<file path="src/rtl/dispatch_queue.sv">
// dispatch_queue: in-order FIFO between rename and the reservation stations/ROB.
// Define DISPATCH_BYPASS_EN to let a packet offered to an empty queue dispatch in the same cycle.
module dispatch_queue #(
    parameter int DEPTH  = 4,
    parameter int NUM_RS = 3,
    parameter int PKT_W  = 64,
    localparam int FU_W  = $clog2(NUM_RS),
    localparam int CNT_W = $clog2(DEPTH) + 1
) (
    input  logic              clk,
    input  logic              rst,
    input  logic              flush_i,
    input  logic              in_valid,
    output logic              in_ready,
    input  logic [PKT_W-1:0]  in_pkt,
    input  logic [FU_W-1:0]   in_fu,
    input  logic [NUM_RS-1:0] rs_ready_i,
    output logic [NUM_RS-1:0] rs_valid_o,
    output logic [PKT_W-1:0]  rs_pkt_o,
    input  logic              rob_ready_i,
    output logic              rob_alloc_valid_o,
    output logic [PKT_W-1:0]  rob_alloc_pkt_o,
    output logic [CNT_W-1:0]  count_o,
    output logic [15:0]       stall_cnt_o,
    output logic              fu_err_o
);

    localparam int PTR_W = $clog2(DEPTH);

    logic [PKT_W-1:0] pktMem_q [DEPTH];
    logic [FU_W-1:0]  fuMem_q  [DEPTH];

    logic [PTR_W-1:0] headPtr_q, headPtr_d;
    logic [PTR_W-1:0] tailPtr_q, tailPtr_d;
    logic [CNT_W-1:0] count_q, count_d;
    logic [15:0]      stallCnt_q, stallCnt_d;
    logic             fuErr_q, fuErr_d;

    logic             headValid;
    logic [PKT_W-1:0] headPkt;
    logic [FU_W-1:0]  headFu;
    logic             headFuOk;

    logic             bypassSel;
    logic             candValid;
    logic [PKT_W-1:0] candPkt;
    logic [FU_W-1:0]  candFu;
    logic             candFuOk;
    logic             candRsReady;

    logic             fire;
    logic             push;
    logic             pushStore;
    logic             pop;

    assign headValid = (count_q != '0);
    assign headPkt   = pktMem_q[headPtr_q];
    assign headFu    = fuMem_q[headPtr_q];

    // The dispatch candidate is the head entry, or the incoming packet when bypassing an empty queue.
`ifdef DISPATCH_BYPASS_EN
    assign bypassSel = (count_q == '0) && in_valid;
    assign candValid = headValid || bypassSel;
    assign candPkt   = bypassSel ? in_pkt : headPkt;
    assign candFu    = bypassSel ? in_fu : headFu;
`else
    assign bypassSel = 1'b0;
    assign candValid = headValid;
    assign candPkt   = headPkt;
    assign candFu    = headFu;
`endif

    always_comb begin
        candFuOk    = 1'b0;
        candRsReady = 1'b0;
        headFuOk    = 1'b0;
        for (int i = 0; i < NUM_RS; i++) begin
            if (candFu == FU_W'(i)) begin
                candFuOk    = 1'b1;
                candRsReady = rs_ready_i[i];
            end
            if (headFu == FU_W'(i)) begin
                headFuOk = 1'b1;
            end
        end
    end

    assign fire      = candValid && candFuOk && candRsReady && rob_ready_i && !flush_i && !rst;
    assign in_ready  = (count_q != CNT_W'(DEPTH)) && !flush_i && !rst;
    assign push      = in_valid && in_ready;
    assign pushStore = push && !(bypassSel && fire);
    assign pop       = fire && !bypassSel;

    always_comb begin
        rs_valid_o = '0;
        for (int i = 0; i < NUM_RS; i++) begin
            rs_valid_o[i] = fire && (candFu == FU_W'(i));
        end
    end

    assign rob_alloc_valid_o = fire;
    assign rs_pkt_o          = candValid ? candPkt : '0;
    assign rob_alloc_pkt_o   = candValid ? candPkt : '0;
    assign count_o           = count_q;
    assign stall_cnt_o       = stallCnt_q;
    assign fu_err_o          = fuErr_q;

    always_comb begin
        headPtr_d  = headPtr_q;
        tailPtr_d  = tailPtr_q;
        count_d    = count_q;
        stallCnt_d = stallCnt_q;
        fuErr_d    = fuErr_q;
        if (flush_i) begin
            headPtr_d = '0;
            tailPtr_d = '0;
            count_d   = '0;
            fuErr_d   = 1'b0;
        end else begin
            if (pushStore) begin
                tailPtr_d = tailPtr_q + PTR_W'(1);
            end
            if (pop) begin
                headPtr_d = headPtr_q + PTR_W'(1);
            end
            count_d = count_q + CNT_W'(pushStore) - CNT_W'(pop);
            if (headValid && !fire && (stallCnt_q != 16'hFFFF)) begin
                stallCnt_d = stallCnt_q + 16'd1;
            end
            // A head aimed at a nonexistent RS can never fire; flag it until flushed.
            if (headValid && !headFuOk) begin
                fuErr_d = 1'b1;
            end
        end
    end

    always_ff @(posedge clk) begin
        if (rst) begin
            headPtr_q  <= '0;
            tailPtr_q  <= '0;
            count_q    <= '0;
            stallCnt_q <= '0;
            fuErr_q    <= 1'b0;
        end else begin
            headPtr_q  <= headPtr_d;
            tailPtr_q  <= tailPtr_d;
            count_q    <= count_d;
            stallCnt_q <= stallCnt_d;
            fuErr_q    <= fuErr_d;
        end
    end

    always_ff @(posedge clk) begin
        if (pushStore) begin
            pktMem_q[tailPtr_q] <= in_pkt;
            fuMem_q[tailPtr_q]  <= in_fu;
        end
    end

endmodule
</file>
<file path="config.mk">
export PLATFORM = sky130hd
export DESIGN_NAME = dispatch_queue
export DESIGN_NICKNAME = d
export VERILOG_FILES = /design/src/rtl/dispatch_queue.sv
export SDC_FILE = /design/constraint.sdc
export NUM_CORES = 1
export LEC_CHECK = 0
export BUFFER_PORTS_ARGS = -buffer_cell sky130_fd_sc_hd__buf_4
export CORE_MARGIN = 2
export CORE_UTILIZATION = 59
export DETAILED_ROUTE_END_ITERATION = 10
export PLACE_DENSITY = 0.84
export SYNTH_ARGS = -nofsm -noshare
export SYNTH_HDL_FRONTEND = slang
export SYNTH_SLANG_ARGS = --single-unit
</file>
<file path="constraint.sdc">
create_clock -name clk -period 6.4 [get_ports clk]
set_input_delay 1.28 -clock clk [delete_from_list [all_inputs] [get_ports clk]]
set_output_delay 1.28 -clock clk [all_outputs]
set_load 0.1 [all_outputs]
</file>
======== Yosys cells after proc, flatten, opt, wreduce, memory -nomap -nowiden ========
Memory sizes are Yosys's and may differ from the RTL's. A register that Yosys moved wholly into a read port is not among the register bits.
Cells that the tools add are included.
W data, S select, Z words.
storage, ports and cells
  register bits ........................... 24
  RAM bits ................................ 264
  input port bits ......................... 74
  output and inout bits ................... 153
  memories ................................ 2
cells by class
  add/subtract/negate cells ............... 5
  equal/unequal tests ..................... 4
  muxes and demuxes ....................... 13
  bitwise operators ....................... 1
  reductions and logical operators ........ 22
memory list
  memory    depth  width  rd ports  clocked after Yosys merged registers in  write ports  RTL line  text
  pktMem_q  4      64     1         1                                        1            30        logic [PKT_W-1:0] pktMem_q [DEPTH];
  fuMem_q   4      2      1         1                                        1            31        logic [FU_W-1:0] fuMem_q [DEPTH];
operators with widths
  operator                 count
  $mux W64                 1
  $add A16 B1 Y16 const B  1
  $ne A16 B16 Y1 const B   1
  $logic_and A1 B1 Y1      14
  $mux W1                  8
  $mux W2                  4
  $add A2 B1 Y2 const B    2
  $logic_not A1 Y1         4
  $add A3 B1 Y3            1
  $ne A3 B3 Y1 const B     1
  $reduce_bool A3 Y1       1
  $sub A3 B1 Y3            1
  $eq A2 B1 Y1 const B     1
  $eq A2 B2 Y1 const B     1
  $logic_not A2 Y1         1
  $reduce_and A2 Y1        1
  $reduce_or A2 Y1         1
  $not A1 Y1               1

======== Logic depth before layout (Yosys ltp) ========
Gate-level depths: netlist (run 1).
  depth in word-level cells ............... 13
  depth in mapped cells ................... 14
  depth with buffers taken out ............ 12

======== Worst setup path after synthesis (run 1) ========
OpenSTA, ideal clock, no wires.
  path type ............................... input-to-output
  start point ............................. in rst
  end point ............................... out rs_valid_o[0]
  arrival ................................. 4.653 ns
  required time ........................... 5.120 ns
  slack ................................... 0.467 ns
  stages on the path ...................... 4
  cell sequence ........................... clkbuf_1 -> nor2_1 -> nand3_1 -> nor4_1
between the ends
  word-level cells in the longest chain between the ends .. 3
ends and longest elaborated chain
  element              RTL line  text
  start: declaration   11        input logic rst,
  $logic_not A1 Y1     88        assign fire = candValid && candFuOk && candRsReady && rob_ready_i && !flush_i && !rst;
  $logic_and A1 B1 Y1  88
  $logic_and A1 B1 Y1  97        rs_valid_o[i] = fire && (candFu == FU_W'(i));
  end: declaration     18        output logic [NUM_RS-1:0] rs_valid_o,
Every way passes these cells.

==> reports/results.tsv, run 1 <==
stage	metric	value	unit
sta	Fmax	210	MHz
power	Clk network pwr share	42.7	%
power	Comb pwr share	5.4	%
logic_synthesis	leading area contributor after synthesis	edfxtp_1	
power	LEAKAGE	5.02	nW
logic_synthesis	Unique masters post-synth	35	
drt	router iterations before antenna repair	5	
layout	Area growth, synth to finish	21.0	%
critical_path	flop2flop setup slack	2.42	ns
drt	Final ANT Viol Nets	0	
critical_path	CP Capture Type	primary output	
floorplanning	CORE AREA	19500	um^2
logic_synthesis	Ys Warns	0	
layout	share of layout cells above drive strength 1	41.8	%
clocking	H-tree levels	1	
critical_path	WP data arrival	3.49	ns
sta	Max-slew headroom	29.4	%
drt	routed via count	6086	
drt	Vias/cell	5.59	
sta	final setup fails	0	
logic_synthesis	post-synth top area share	67.9	%
placement	placed insts	1035	
floorplanning	Die Height	145	um
placement	GPL Wtd Cong	0.887	
sta	Max Slew Vio Count	0	
logic_synthesis	ranking of synthesized cells by area	edfxtp_1 (68%), mux4_2 (13%), dfxtp_1 (4.5%)	
clocking	clock sink total	290	
critical_path	r2r worst-path depth	11	
logic_synthesis	Syn Area/Cell	18.5	um^2
critical_path	CP Data Required Time	5.12	ns
power	Sw Ratio	20.9	%
drt	wire length per cell	20.5	um
logic_synthesis	Synth Cell Area	11700	um^2
logic_synthesis	Synth Net Count	715	
power	sw power	0.841	mW
power	proportion of power drawn by flip-flops and latches	51.9	%
drt	DRC	0	
clocking	clock insertion delay at the later pin of the skew report	0.55	ns
floorplanning	Die Width	145	um
layout	Final #Nets	883	
drt	First DRT Iteration DRCs	356	
logic_synthesis	Synth Instances	633	
global_route	initial antenna violation count	0	
floorplanning	DIE AREA	20900	um^2
clocking	post-CTS setup buffer count	0	
global_route	first-pass GRT wire length	33.1	mm
sta	Slew @ Worst Pin	1.06	ns
global_route	grt total ovfl	0	
critical_path	Worst R2R End	count_o[2]$_SDFF_PP0_	
logic_synthesis	sequential-to-total area share from yosys stat	72.3	%
sta	Tcrit/Tclk final	74.6	%
placement	Port Buffers	226	
layout	fin cells	1088	
clocking	CTS root buffer	clkbuf_16	
critical_path	CP Launch Type	register	
sta	final hold vios	0	
critical_path	end point of the critical path	rob_alloc_valid_o	
layout	commonest non-fill, non-tap cells in the layout	edfxtp_1 (264), buf_4 (228), and2_1 (67)	
sta	total negative slack	0	ns
job	max-cap check violation count	0	
global_route	All-Layer GR Usage	21.1	%
global_route	largest net degree at the start of global routing	67	
critical_path	CP Class	register to primary output	
drt	drt total wl	22.3	mm
sta	Final Critical Period	4.77	ns
power	pwr dens	284	nW/um^2
global_route	vias in the first global route	6154	
clocking	clock slew at reported path FFs	0.06	ns
critical_path	Crit Path Max Fanout	66	
layout	ANT cells	0	
clocking	Clock Tree Buf Depth	3	
sta	RSZ-0062 raised after global routing	no	
clocking	Num CTS Buffers	29	
hold_path	Hold Path Class	register to register	
status	status	complete, no violations	
clocking	# resized after CTS	0	
clocking	# hold bufs at CTS	0	
power	maximum vdd drop	267	uV
placement	post-DP HPWL	13.2	mm
logic_synthesis	Yosys reg bits	290	
floorplanning	I/O Pins	227	
power	Int Power	3.17	mW
sta	Clock Skews	0.0108	ns
floorplanning	Starting Density	60.0	%
layout	commonest non-fill, non-tap cell in the layout	edfxtp_1	
clocking	CTS tree	built	
floorplanning	Core Rows	51	
-- metal layers --
metal / vias up / track usage (%) / share of wire [%]
met5: - / 0 / 0
li1: 2737 / - / -
met4: 0 / 5.67 / 2.0
met3: 37 / 4.24 / 6.6
met1: 3098 / 26.6 / 39
met2: 214 / 37.6 / 53
-- how the worst min path moves through the flow --
stage	slack [ns]	startpoint	depth (start not counted)	end
6_report	0.48	headPtr_q[1]$_SDFFE_PP0N_	1	register
3_3_place_gp	0.47	headPtr_q[1]$_SDFFE_PP0N_	1	register
2_1_floorplan	0.43	headPtr_q[1]$_SDFFE_PP0N_	1	register
5_1_grt	0.52	headPtr_q[1]$_SDFFE_PP0N_	1	register
4_1_cts	0.48	headPtr_q[1]$_SDFFE_PP0N_	1	register
3_5_place_dp	0.47	headPtr_q[1]$_SDFFE_PP0N_	1	register
-- registers in the layout (all words and copies together) (netlist names), named ones only --
signal and count:
stall_cnt_o 16, tailPtr_q 2, fu_err_o 1, pktMem_q 256, fuMem_q 8, count_o 3
headPtr_q 2
-- power groups by stage --
stage	Clock (mW)	Sequential, mW	Combinational (mW)
6_report	1.71	2.09	0.217
5_1_grt	1.80	2.09	0.227
4_1_cts	1.74	2.09	0.219
3_5_place_dp	0	2.13	0.217
3_3_place_gp	0	2.12	0.212
2_1_floorplan	0	2.13	0.142
-- cell type report --
class | instances | area, um^2
Inverter | 9 | 33.8
Fill cell | 1163 | 5330
Clock inverter | 20 | 231
Multi-Input combinational cell | 243 | 2630
Sequential cell | 290 | 8460
Tap cell | 265 | 332
Timing Repair Buffer | 228 | 1710
Clock buffer | 33 | 741
-- critical path: stages, from the launching register on --
cell	delay [ns]
dfxtp_4	0.96
mux4_2	0.49
nor4bb_1	0.85
or2_2	0.32
buf_4	0.31
-- cells in the mapped netlist --
master    number
clkbuf_1      14
o21ai_1        8
nor4bb_1       1
and4_1         1
nor3_1         3
a21oi_1       11
nor4_1         4
buf_2          1
nand3_1        7
edfxtp_1     264
xnor2_1        7
nand2_1        9
buf_1         11
or2_2          2
a31oi_1        1
o31ai_1        3
and3_1         5
fa_1           1
buf_6          1
mux4_2        66
inv_1          9
dfxtp_1       26
o41ai_1        1
mux2i_1        3
and2_1        67
nor2b_1        1
nor2_1        15
ha_1           7
or3_4          1
or3_1         11
xor2_1         2
o211ai_1       1
buf_4         64
or4_1          2
nand4_1        3
-- per-stage QoR --
step	area, um^2	hold slack, ns	setup WS (ns)	util [%]	total power [mW]
global placement	13200	0.469	2.06	67.6	2.34
CTS	14100	0.484	1.65	72.6	4.04
floorplan	11700	0.427	0.467	-	2.27
finish	14100	0.482	1.63	72.6	4.02
global route	14100	0.517	1.49	72.6	4.12
detailed placement	13200	0.469	1.95	67.6	2.34
-- kinds of logic after synthesis --
group,after synthesis,synth area share [%]
xor+xnor,9,0.675
flops,290,72.3
simple gates,132,6.57
mux,69,13.0
compound gates,25,1.20
fa+ha+maj,8,0.921
buf+inv,100,5.34
No activity file was read; power rests on OpenSTA's default activity.
==> run 2: changes to the inputs <==
- CORE_UTILIZATION: 59 -> 55
- PLACE_DENSITY: 0.84 -> 0.79
- clock period: 6.4 -> 4.9 ns (I/O delays scaled with it)
==> reports/results.tsv, run 2 (synthesis gave the netlist of run 1 again) <==
stage	metric	value	unit	change
clocking	CTS tree	built		
hold_path	Hold Path Class	register to register		
critical_path	CP Launch Type	register		
power	LEAKAGE	5.03	nW	+0.18%
sta	Max-slew headroom	28.2	%	-1.2 points
clocking	Clock Tree Buf Depth	3		unchanged
sta	Final Critical Period	4.20	ns	
layout	share of layout cells above drive strength 1	42.3	%	+0.45 points
hold_path	hold depth	2		+1
floorplanning	Core Rows	53		+3.9%
drt	routed via count	6154		+1.1%
global_route	initial antenna violation count	2		+2
layout	Area growth, synth to finish	21.3	%	
clocking	clock sink total	290		unchanged
floorplanning	CORE AREA	21000	um^2	+7.7%
global_route	first-pass GRT wire length	33.8	mm	+2.4%
critical_path	flop2flop setup slack	1.20	ns	-1.22 ns
layout	commonest non-fill, non-tap cells in the layout	edfxtp_1 (264), buf_4 (230), and2_1 (67)		
job	max-cap check violation count	0		unchanged
floorplanning	I/O Pins	227		unchanged
clocking	H-tree levels	1		unchanged
floorplanning	Die Height	150	um	+3.5%
clocking	CTS root buffer	clkbuf_16		
clocking	# resized after CTS	0		unchanged
sta	Slew @ Worst Pin	1.08	ns	+0.0173 ns
floorplanning	Die Width	150	um	+3.5%
power	pwr dens	369	nW/um^2	+30%
global_route	largest net degree at the start of global routing	67		unchanged
critical_path	end point of the critical path	rob_alloc_valid_o		
drt	wire length per cell	20.4	um	-0.25%
drt	drt total wl	22.5	mm	+1.0%
critical_path	Worst R2R End	count_o[2]$_SDFF_PP0_		
floorplanning	DIE AREA	22400	um^2	+7.1%
status	status	complete, no violations		
critical_path	WP data arrival	3.22	ns	-0.27 ns
layout	Final #Nets	885		+0.23%
drt	router iterations before antenna repair	7		+2
clocking	post-CTS setup buffer count	0		unchanged
critical_path	CP Class	register to primary output		
global_route	All-Layer GR Usage	19.7	%	-1.4 points
critical_path	Crit Path Max Fanout	30		-55%
layout	Most flops, register	pktMem_q		
placement	Cell Area, Placed	13200	um^2	+0.28%
sta	final hold vios	0		unchanged
layout	Largest register FFs	256		unchanged
drt	DRC	0		unchanged
drt	Final ANT Viol Nets	0		unchanged
placement	post-DP HPWL	13.4	mm	+1.5%
global_route	grt total ovfl	0		unchanged
layout	commonest non-fill, non-tap cell in the layout	edfxtp_1		
sta	RSZ-0062 raised after global routing	no		
sta	Tcrit/Tclk final	85.7	%	
critical_path	CP Data Required Time	3.92	ns	-1.20 ns
clocking	clock insertion delay at the later pin of the skew report	0.54	ns	about the same
sta	Max Slew Vio Count	0		unchanged
power	maximum vdd drop	345	uV	+29%
floorplanning	Starting Density	55.7	%	-4.3 points
drt	Vias/cell	5.58		-0.17%
critical_path	r2r worst-path depth	12		+1
critical_path	CP Capture Type	primary output		
global_route	vias in the first global route	6333		+2.9%
sta	Fmax	238	MHz	
clocking	clock slew at reported path FFs	0.06	ns	about the same
clocking	Num CTS Buffers	29		unchanged
layout	fill count	1412		+21%
sta	final setup fails	0		unchanged
sta	Clock Skews	0.00644	ns	-0.00441 ns
placement	Port Buffers	226		unchanged
clocking	# hold bufs at CTS	0		unchanged
placement	GPL Wtd Cong	0.848		-4.4%
drt	First DRT Iteration DRCs	416		+17%
layout	post-route cell area	14200	um^2	+0.24%
sta	total negative slack	0	ns	unchanged
-- run 2: changes by cell type in the layout (fill, tap and decap cells not counted) --
| cell | previous run | this run |
|---|---|---|
| buf_4 | 228 | 230 |
| clkbuf_1 | 4 | 6 |
| clkinv_1 | 9 | 7 |
| a21oi_1 | 11 | 10 |
| a21oi_2 | 0 | 1 |
| clkinv_2 | 4 | 5 |
| diode_2 | 0 | 1 |
| inv_16 | 1 | 0 |
| inv_6 | 0 | 1 |
| nor4_1 | 4 | 3 |
| nor4_2 | 0 | 1 |
-- run 2: stage by stage --
stage / total power, mW / setup WS, ns / hold WS, ns / util (%) / instances
2_1_floorplan: 2.96 / 0.178 / 0.427 / - / 633
3_3_place_gp: 3.05 / 1.32 / 0.441 / 63.0 / 1047
3_5_place_dp: 3.06 / 1.19 / 0.494 / 63.0 / 1047
4_1_cts: 5.27 / 0.624 / 0.518 / 67.6 / 1101
5_1_grt: 5.37 / 0.467 / 0.561 / 67.6 / 1102
6_report: 5.23 / 0.702 / 0.525 / 67.6 / 1102
-- run 2: cell type report --
type	instances	area (um^2)	share of cell area, %
diodes	1	2.50	0.0177
clock buffers	35	748	5.28
clock inverters	19	218	1.54
inverters	9	33.8	0.238
multi-input cells	243	2640	18.6
flip-flops and latches	290	8460	59.7
well taps	275	344	2.43
repair buffers	230	1730	12.2
-- run 2: critical path, stage by stage (launching register included) --
cell and delay, ns:
dfxtp_4 0.74, mux4_2 0.66, mux2i_1 0.18, nor3_1 0.51
or2_2 0.27, buf_4 0.31
-- run 2: worst min path at each step --
stage | start | endpoint | slack, ns
floorplan | headPtr_q[1]$_SDFFE_PP0N_ | register | 0.43
finish | stall_cnt_o[14]$_SDFFE_PP0P_ | stall_cnt_o[14]$_SDFFE_PP0P_ | 0.52
detailed placement | headPtr_q[1]$_SDFFE_PP0N_ | register | 0.49
global placement | headPtr_q[1]$_SDFFE_PP0N_ | register | 0.44
CTS | headPtr_q[1]$_SDFFE_PP0N_ | register | 0.52
global route | headPtr_q[1]$_SDFFE_PP0N_ | register | 0.56
-- run 2: power breakdown --
| part | total, mW | switching [mW] | leakage (nW) | internal, mW |
|---|---|---|---|---|
| combinational | 0.285 | 0.202 | 1.96 | 0.0824 |
| sequential | 2.72 | 0.00560 | 2.60 | 2.72 |
| clock | 2.22 | 0.875 | 0.470 | 1.35 |
-- run 2: routing by layer --
layer,routed length [um],up-vias,global-route usage (%)
met5,8,-,0
met4,658,2,6.37
met3,1580,56,4.05
met2,11700,254,34.9
met1,8520,3106,24.5
li1,-,2736,-
==> run 3: changes to the inputs <==
- REMOVE_ABC_BUFFERS: not set -> 1
==> reports/results.tsv, run 3 (synthesis gave the netlist of run 1 again) <==
stage	metric	value	unit	change
layout	Largest register FFs	256		unchanged
floorplanning	Core Rows	53		unchanged
critical_path	flop2flop setup slack	1.70	ns	+0.50 ns
power	proportion of power drawn by flip-flops and latches	53.2	%	+1.1 points
clocking	Num CTS Buffers	29		unchanged
drt	Final ANT Viol Nets	0		unchanged
global_route	initial antenna violation count	0		-2
drt	drt total wl	21.9	mm	-2.9%
critical_path	CP Cell Sequence	mux4_2 -> mux2i_1 -> nor3_1 -> or2_2 -> buf_4		
global_route	routing usage on met3	3.66	%	-0.40 points
power	Int Power	4.04	mW	-2.6%
floorplanning	DIE AREA	22400	um^2	unchanged
global_route	vias in the first global route	6183		-2.4%
power	sw power	1.08	mW	-0.19%
drt	wire length per cell	19.9	um	-2.6%
critical_path	r2r worst-path depth	12		unchanged
power	Clk network pwr share	41.2	%	-1.3 points
floorplanning	Die Height	150	um	unchanged
critical_path	CP Data Required Time	3.92	ns	about the same
clocking	CTS root buffer	clkbuf_16		
layout	ANT cells	0		-1
clocking	Clock Tree Buf Depth	3		unchanged
global_route	first-pass GRT wire length	33.3	mm	-1.6%
sta	Fmax	271	MHz	+14%
sta	Slew @ Worst Pin	1.04	ns	-0.0387 ns
layout	Final #Nets	886		+0.11%
clocking	clock slew at reported path FFs	0.07	ns	about the same
clocking	# hold bufs at CTS	0		unchanged
layout	fill count	1391		-1.5%
power	maximum vdd drop	320	uV	-7.4%
floorplanning	Die Width	150	um	unchanged
global_route	GRT busiest layer	met2		
sta	RSZ-0062 raised after global routing	no		
placement	GPL Wtd Cong	0.776		-8.6%
drt	router iterations before antenna repair	5		-2
clocking	CTS tree	built		
sta	Tcrit/Tclk final	75.4	%	-10 points
sta	final hold vios	0		unchanged
global_route	M2 GR Usage	34.1	%	-0.83 points
status	status	complete, no violations		
clocking	H-tree levels	1		unchanged
sta	Max Slew Vio Count	0		unchanged
hold_path	Hold Path Class	register to register		
sta	Max-slew headroom	30.8	%	+2.6 points
critical_path	crit-path max cell delay	0.58	ns	-0.16 ns
global_route	All-Layer GR Usage	19.3	%	-0.37 points
layout	commonest non-fill, non-tap cells in the layout	edfxtp_1 (264), buf_4 (231), and2_1 (67)		
global_route	met1 Resource Use GR	24.6	%	+0.16 points
critical_path	Slowest-stage cell, CP	mux4_2		
layout	Area growth, synth to finish	20.8	%	
layout	share of layout cells above drive strength 1	42.5	%	+0.22 points
sta	final setup fails	0		unchanged
placement	placed insts	1048		+0.096%
floorplanning	Starting Density	55.7	%	unchanged
global_route	largest net degree at the start of global routing	67		unchanged
drt	First DRT Iteration DRCs	307		-26%
clocking	clock sink total	290		unchanged
hold_path	hold depth	1		-1
layout	fin cells	1099		-0.27%
global_route	grt total ovfl	0		unchanged
power	Total Power	5.12	mW	-2.1%
clocking	# resized after CTS	0		unchanged
sta	Clock Skews	0.0100	ns	+0.00358 ns
clocking	post-CTS setup buffer count	0		unchanged
drt	routed via count	6060		-1.5%
power	LEAKAGE	5.00	nW	-0.43%
job	max-cap check violation count	0		unchanged
floorplanning	I/O Pins	227		unchanged
power	Comb pwr share	5.5	%	about the same
critical_path	CP Launch Type	register		
sta	Final Critical Period	3.70	ns	-0.503 ns
placement	post-DP HPWL	13.4	mm	-0.57%
clocking	clock insertion delay at the later pin of the skew report	0.54	ns	about the same
layout	commonest non-fill, non-tap cell in the layout	edfxtp_1		
drt	Vias/cell	5.51		-1.3%
critical_path	CP Capture Type	primary output		
placement	Port Buffers	226		unchanged
power	pwr dens	363	nW/um^2	-1.7%
layout	Most flops, register	pktMem_q		
critical_path	WP data arrival	2.72	ns	-0.50 ns
critical_path	Crit Path Max Fanout	7		-77%
drt	DRC	0		unchanged
power	Sw Ratio	21.1	%	+0.41 points
critical_path	CP Class	register to primary output		
floorplanning	CORE AREA	21000	um^2	unchanged
## run 3: cell count changes in the layout (fill, tap and decap cells not counted), moves of 2 or more
cell	delta
bufinv_16	-2
clkinv_2	+2
clkinv_1	-3
clkinvlp_4	+2
clkbuf_1	-2
## run 3: per-stage QoR
stage	setup WS [ns]	TNS (ns)	hold WS, ns	instance area (um^2)	utilization, %
final	1.20	0	0.487	14100	67.3
after global routing	0.987	0	0.520	14100	67.3
after CTS	1.18	0	0.493	14100	67.3
after detailed placement	1.30	0	0.476	13200	63.0
after global placement	1.40	0	0.466	13200	63.0
after floorplan	-4.23	-247.67	0.427	11100	-
## run 3: area by class of cell
type | count | area [um^2] | area share (%)
repair buffers | 231 | 1730 | 12.3
well taps | 275 | 344 | 2.44
flip-flops and latches | 290 | 8460 | 59.9
clock buffers | 33 | 741 | 5.25
multi-input cells | 243 | 2630 | 18.6
inverters | 9 | 33.8 | 0.239
clock inverters | 18 | 171 | 1.21
## run 3: worst paths after layout
check,from,to
max,register,rob_alloc_valid_o
max reg2reg,register,count_o[2]$_SDFF_PP0_
min reg2reg,headPtr_q[1]$_SDFFE_PP0N_,register
min,headPtr_q[1]$_SDFFE_PP0N_,register
## run 3: routing by layer
| layer | vias up | share of wire (%) |
|---|---|---|
| li1 | 2741 | - |
| met1 | 3057 | 40 |
| met2 | 219 | 52 |
| met3 | 43 | 6.5 |
| met4 | 0 | 2.2 |
| met5 | - | 0 |
## run 3: power by group through the flow
stage          Combinational, mW  Sequential, mW  Clock [mW]
2_1_floorplan              0.169            2.78           0
3_3_place_gp               0.277            2.77           0
3_5_place_dp               0.285            2.78           0
4_1_cts                    0.286            2.72        2.15
5_1_grt                    0.298            2.72        2.24
6_report                   0.284            2.72        2.11
## run 3: critical path: cells and delay by family (launching register included)
family / cells / cell delay (ns)
buffers and inverters: 1 / 0.30
flip-flops: 1 / 0.37
multiplexers: 2 / 0.75
AND/OR/NAND/NOR: 2 / 0.75
